$ cat src/rtl/key_debounce.sv
// Three-channel push-button debouncer: 2-flop synchronizer, per-channel press/release
// qualification FSM, registered level and edge pulses, and a priority key code.
module key_debounce #(
    parameter int unsigned DEBOUNCE_CYCLES = 4,
    parameter int unsigned CNT_W           = 16
) (
    input  logic       sys_clk,
    input  logic       sys_rst,
    input  logic [2:0] key_in,
    output logic [2:0] key_level,
    output logic [2:0] key_press,
    output logic [2:0] key_release,
    output logic [1:0] key_code,
    output logic       key_valid
);

    localparam int unsigned N_KEYS = 3;
    localparam logic [CNT_W-1:0] CNT_LAST = CNT_W'(DEBOUNCE_CYCLES - 1);
    localparam logic [CNT_W-1:0] CNT_ONE  = CNT_W'(1);
    localparam logic [CNT_W-1:0] CNT_MAX  = '1;

    typedef enum logic [1:0] {
        IDLE      = 2'd0,
        PRESS_CHK = 2'd1,
        HELD      = 2'd2,
        REL_CHK   = 2'd3
    } state_t;

    logic [N_KEYS-1:0] sync_q1;
    logic [N_KEYS-1:0] sync_q2;
    state_t            state_q [N_KEYS];
    state_t            state_d [N_KEYS];
    logic [CNT_W-1:0]  cnt_q   [N_KEYS];
    logic [CNT_W-1:0]  cnt_d   [N_KEYS];
    logic [N_KEYS-1:0] press_d;
    logic [N_KEYS-1:0] release_d;
    logic [N_KEYS-1:0] level_d;

    // Synchronizers, per-channel state/counter and registered outputs
    always_ff @(posedge sys_clk) begin
        if (sys_rst) begin
            sync_q1     <= '0;
            sync_q2     <= '0;
            key_level   <= '0;
            key_press   <= '0;
            key_release <= '0;
            for (int i = 0; i < N_KEYS; i++) begin
                state_q[i] <= IDLE;
                cnt_q[i]   <= '0;
            end
        end else begin
            sync_q1     <= key_in;
            sync_q2     <= sync_q1;
            key_level   <= level_d;
            key_press   <= press_d;
            key_release <= release_d;
            for (int i = 0; i < N_KEYS; i++) begin
                state_q[i] <= state_d[i];
                cnt_q[i]   <= cnt_d[i];
            end
        end
    end

    // Next state: a candidate level must be seen DEBOUNCE_CYCLES samples in a row
    always_comb begin
        press_d   = '0;
        release_d = '0;
        level_d   = '0;
        for (int i = 0; i < N_KEYS; i++) begin
            state_d[i] = state_q[i];
            cnt_d[i]   = cnt_q[i];
            case (state_q[i])
                IDLE: begin
                    if (sync_q2[i]) begin
                        state_d[i] = PRESS_CHK;
                        cnt_d[i]   = CNT_ONE;
                    end else begin
                        cnt_d[i] = '0;
                    end
                end
                PRESS_CHK: begin
                    if (!sync_q2[i]) begin
                        state_d[i] = IDLE;
                        cnt_d[i]   = '0;
                    end else if (cnt_q[i] == CNT_LAST) begin
                        state_d[i] = HELD;
                        cnt_d[i]   = '0;
                        press_d[i] = 1'b1;
                    end else if (cnt_q[i] != CNT_MAX) begin
                        cnt_d[i] = cnt_q[i] + CNT_ONE;
                    end
                end
                HELD: begin
                    if (!sync_q2[i]) begin
                        state_d[i] = REL_CHK;
                        cnt_d[i]   = CNT_ONE;
                    end else begin
                        cnt_d[i] = '0;
                    end
                end
                REL_CHK: begin
                    if (sync_q2[i]) begin
                        state_d[i] = HELD;
                        cnt_d[i]   = '0;
                    end else if (cnt_q[i] == CNT_LAST) begin
                        state_d[i]   = IDLE;
                        cnt_d[i]     = '0;
                        release_d[i] = 1'b1;
                    end else if (cnt_q[i] != CNT_MAX) begin
                        cnt_d[i] = cnt_q[i] + CNT_ONE;
                    end
                end
                default: begin
                    state_d[i] = IDLE;
                    cnt_d[i]   = '0;
                end
            endcase
            level_d[i] = (state_d[i] == HELD) || (state_d[i] == REL_CHK);
        end
    end

    // Fixed priority E > F > G
    always_comb begin
        key_code = 2'd0;
        if (key_level[2]) begin
            key_code = 2'd3;
        end else if (key_level[1]) begin
            key_code = 2'd2;
        end else if (key_level[0]) begin
            key_code = 2'd1;
        end
    end

    assign key_valid = |key_level;

endmodule

$ cat config.mk
export PLATFORM = sky130hd
export DESIGN_NAME = key_debounce
export DESIGN_NICKNAME = d
export VERILOG_FILES = /design/src/rtl/key_debounce.sv
export SDC_FILE = /design/constraint.sdc
export NUM_CORES = 1
export LEC_CHECK = 0
export CAP_MARGIN = 20
export CORE_ASPECT_RATIO = 1.2
export CORE_MARGIN = 2
export CORE_UTILIZATION = 50
export DETAILED_ROUTE_END_ITERATION = 8
export DONT_BUFFER_PORTS = 1
export PLACE_DENSITY = 0.79
export SETUP_SLACK_MARGIN = 0.1
export SLEW_MARGIN = 20
export SYNTH_ARGS = -nofsm -noshare
export SYNTH_HDL_FRONTEND = slang
export SYNTH_SLANG_ARGS = --single-unit
$ cat constraint.sdc
create_clock -name sys_clk -period 1.73 [get_ports sys_clk]
set_input_delay 0.173 -clock sys_clk [delete_from_list [all_inputs] [get_ports sys_clk]]
set_output_delay 0.173 -clock sys_clk [all_outputs]
set_load 0.05 [all_outputs]
==> impl_metrics.csv <==
group,metric,value,unit
finish,finish.utilization,66.40,%
finish,n_antenna_cell,0,
clock_tree,clkTransAtPathRegs,0.08,ns
hold_path,whs_endpoint,"cnt_q[0][0]$_SDFF_PP0_",
finish,nets,418,
detailed_routing,drt-wirelength-per-cell,15.21,um
yosys,yosysSeqAreaShare,42.90,%
timing,fin_crit_sh,94.28,%
power,p_seq_share,51.7,%
yosys,synth_common_cells,"dfxtp_1, a21oi_1, nor2_1, nor3_1, nand2_1",
place,preCtsSetupSlack,0.01650,ns
yosys,syn_inst,371,
clock_tree,cts_inserted_buffers,9,
detailed_routing,drc_errors,0,
finish,multiInputGateArea,1899,um2
power,leakage,0.001303,uW
timing,final_max_slew_viol_count,0,
hold_path,min_path_type,"input pin to flop",
floorplanning,start_util,51.67,%
critical_path,startpoint_type,"flop",
finish,fill_cells,485,
detailed_routing,routed_wl,7543,um
detailed_routing,ant_nets,0,
floorplanning,coreArea,6051,um2
timing,maxSlewHeadroom,55.63,%
power,p_per_area,745.9,nW/um2
hold_path,min_path_cells,3,
place,dp_hpwl,4904,um
timing,period_needed,1.631,ns
yosys,synth.top_cells.by_area,"dfxtp_1, a21oi_1, nor3_1",
detailed_routing,drt_pre_antenna_iters,4,
critical_path,worstReg2RegEnd,"cnt_q[0][11]$_SDFF_PP0_",
timing,fin_ws,0.09900,ns
power,p_int,2369,uW
global_routing,grt_remaining_overflow,0,
detailed_routing,drt_iter0_drc,133,
critical_path,reg2reg_depth,4,
clock_tree,clock_latency,0.35,ns
finish,drive_gt1_share,31.64,%
critical_path,r2r_start,"cnt_q[0][0]$_SDFF_PP0_",
timing,rsz0062_at_grt,"true",
yosys,synth_most_common_cell,"dfxtp_1",
detailed_routing,wl_met1,3167,um
clock_tree,clock-sinks,67,
clock_tree,cts_max_level,3,
yosys,yosys.area.top_type_share,42.90,%
detailed_routing,wl_met2,3919,um
detailed_routing,wl_met3,248,um
global_routing,grt_pass1_wl,12230,um
hold_path,min_from,"sys_rst",
timing,hold_viol_final,0,
detailed_routing,top_layer_used,"met4",
critical_path,path_max_fanout,4,
place,io_buffers,0,
yosys,synth.distinct_cells,46,
yosys,synth_top_area_cell,"dfxtp_1",
yosys,synth.avg_cell_area,8.428,um2
global_routing,grt_antenna_before_repair,0,
clock_tree,root_buffer,"clkbuf_8",
floorplanning,num_io_pins,17,
finish,seqCellArea,1400,um2
status,status,"complete, no violations",
power,sw_frac_of_total,20.95,%
clock_tree,cts_max_path_buffers,2,
critical_path,critical_path_arrival,1.91,ns
power,combPwrFrac,1.2,%
timing,fin_worst_skew,0.01068,ns
detailed_routing,viasPerCell,6.109,
floorplanning,die_h,90.63,um
yosys,synth_area,3127,um2
yosys,ys_ff_latch,67,
critical_path,r2r_setup_slack,0.1,ns
timing,finalSetupViolCount,0,
floorplanning,rows,31,
timing,worst_pin_slew,0.6634,ns
global_routing,grt_usage,21.67,%
power,p_clk_share,47.1,%
timing,fmax,613.1,MHz
critical_path,path_class,"flop to flop",
global_routing,grt_start_max_net_pins,17,
place,gp_congestion,0.8473,
job,drv_cap,0,
yosys,yosysWarnings,0,
floorplanning,dieArea,6905,um2
power,irDropWorstVdd,573.9,uV
timing,hold_ws,0.03585,ns
global_routing,grt_pass1_vias,2712,
detailed_routing,num_vias,3030,
clock_tree,cts_tree,"built",
critical_path,cp_data_required_time,2.01,ns
yosys,synth_edf_count,0,
yosys,syn-num-nets,379,
power,p_switching,627.8,uW
floorplanning,fp.dieW,76.19,um
critical_path,worstSetupEndpointType,"flop",
yosys,synth_ff_type,"dfxtp_1",
finish,syn_to_final_growth,28.49,%
yosys,synthArstFlopShare,0,%
[how the worst max path moves through the flow]
stage | to | cells after the start | start | slack [ns]
4_1_cts | cnt_q[0][26]$_SDFF_PP0_ | 4 | cnt_q[0][20]$_SDFF_PP0_ | 0.03
5_1_grt | cnt_q[0][1]$_SDFF_PP0_ | 4 | cnt_q[0][11]$_SDFF_PP0_ | 0.006
2_1_floorplan | cnt_q[0][11]$_SDFF_PP0_ | 6 | cnt_q[0][3]$_SDFF_PP0_ | -0.04
6_report | cnt_q[0][11]$_SDFF_PP0_ | 4 | cnt_q[0][0]$_SDFF_PP0_ | 0.1
3_5_place_dp | cnt_q[0][26]$_SDFF_PP0_ | 5 | cnt_q[0][16]$_SDFF_PP0_ | 0.02
3_3_place_gp | cnt_q[0][26]$_SDFF_PP0_ | 5 | cnt_q[0][16]$_SDFF_PP0_ | 0.07
[registers in the layout (all words and copies together) (netlist names)]
register,flops
key_press,3
cnt_q,48
sync_q1,3
key_level,3
state_q,4
sync_q2,3
key_release,3
[per-layer routing]
metal | GRT usage [%] | up-vias
li1 | - | 1486
met1 | 26.09 | 1466
met5 | 0 | -
met2 | 37.05 | 61
met3 | 4.400 | 17
met4 | 10.15 | 0
[cells in the final DEF, fill, tap and decap left out, types with 3 or more instances in the layout]
cell type | synthesis | final
nor2_1 | 29 | 29
nand2b_1 | 6 | 6
dlygate4sd3_1 | 0 | 4
inv_1 | 8 | 7
a31oi_1 | 5 | 5
or3_1 | 14 | 12
clkbuf_8 | 0 | 9
or2_2 | 6 | 5
o31ai_1 | 10 | 10
nor4_2 | 0 | 6
nor2b_1 | 8 | 8
clkinv_4 | 0 | 3
o21ai_0 | 10 | 10
nor3_1 | 25 | 24
or4_4 | 0 | 3
a21oi_1 | 29 | 28
dfxtp_2 | 0 | 29
nor4_1 | 14 | 5
nand2_1 | 20 | 19
or4_1 | 9 | 6
and2_1 | 3 | 3
nand3_1 | 16 | 12
nand3_2 | 0 | 3
dfxtp_1 | 67 | 32
nor3b_1 | 3 | 3
buf_4 | 2 | 41
a211oi_1 | 5 | 5
nand4_1 | 19 | 19
and4_1 | 8 | 7
nor4_4 | 0 | 3
xnor2_1 | 3 | 3
dfxtp_4 | 0 | 6
mux2i_1 | 5 | 5
[area by class of cell]
| cell class | count | share of cell area [%] |
|---|---|---|
| Clock buffer | 9 | 3.083 |
| Clock inverter | 6 | 2.273 |
| Inverter | 8 | 0.7474 |
| Multi-Input combinational cell | 277 | 47.27 |
| Sequential cell | 67 | 34.85 |
| Tap cell | 82 | 2.554 |
| Timing Repair Buffer | 47 | 9.218 |
[metrics by stage]
stage                     instances  cell area [um2]  power (uW)   TNS, ns
after global routing            496             4018        3127         0
after floorplan                 371             3209        1614  -0.03903
after global placement          468             3455        1613         0
after detailed placement        468             3455        1614         0
final                           496             4018        2997         0
after CTS                       492             3777        3032         0
[power groups by stage]
| stage | registers [uW] | logic (uW) | clock network, uW |
|---|---|---|---|
| floorplan | 1590 | 21.2 | 0 |
| global placement | 1590 | 19.2 | 0 |
| detailed placement | 1590 | 20.1 | 0 |
| CTS | 1560 | 34.2 | 1440 |
| global route | 1550 | 38.8 | 1540 |
| finish | 1550 | 35.7 | 1410 |
[worst max-delay path, stage by stage (launching register included)]
cell and delay [ns]:
dfxtp_4 0.37, nand3_2 0.10, or4_4 0.50, or4_4 0.49, a21oi_2 0.12
[logic make-up after synthesis]
family	Yosys count	synth area share, %
XOR/XNOR	5	1.401
flip-flops	67	42.90
buffers and inverters	27	3.681
adder cells (fa/ha/maj)	3	1.201
AO/OA/AOI/OAI	74	14.81
AND/OR/NAND/NOR	190	34.41
multiplexers	5	1.601
[timing repair]
item                                   CTS  global route
resized for setup                        8            64
setup endpoints to repair               30            54
endpoints found under the hold margin   16             0
hold buffers                             4             0
buffers inserted                         5             4
pin swaps                                4            13
(Power assumes the default switching activity.)
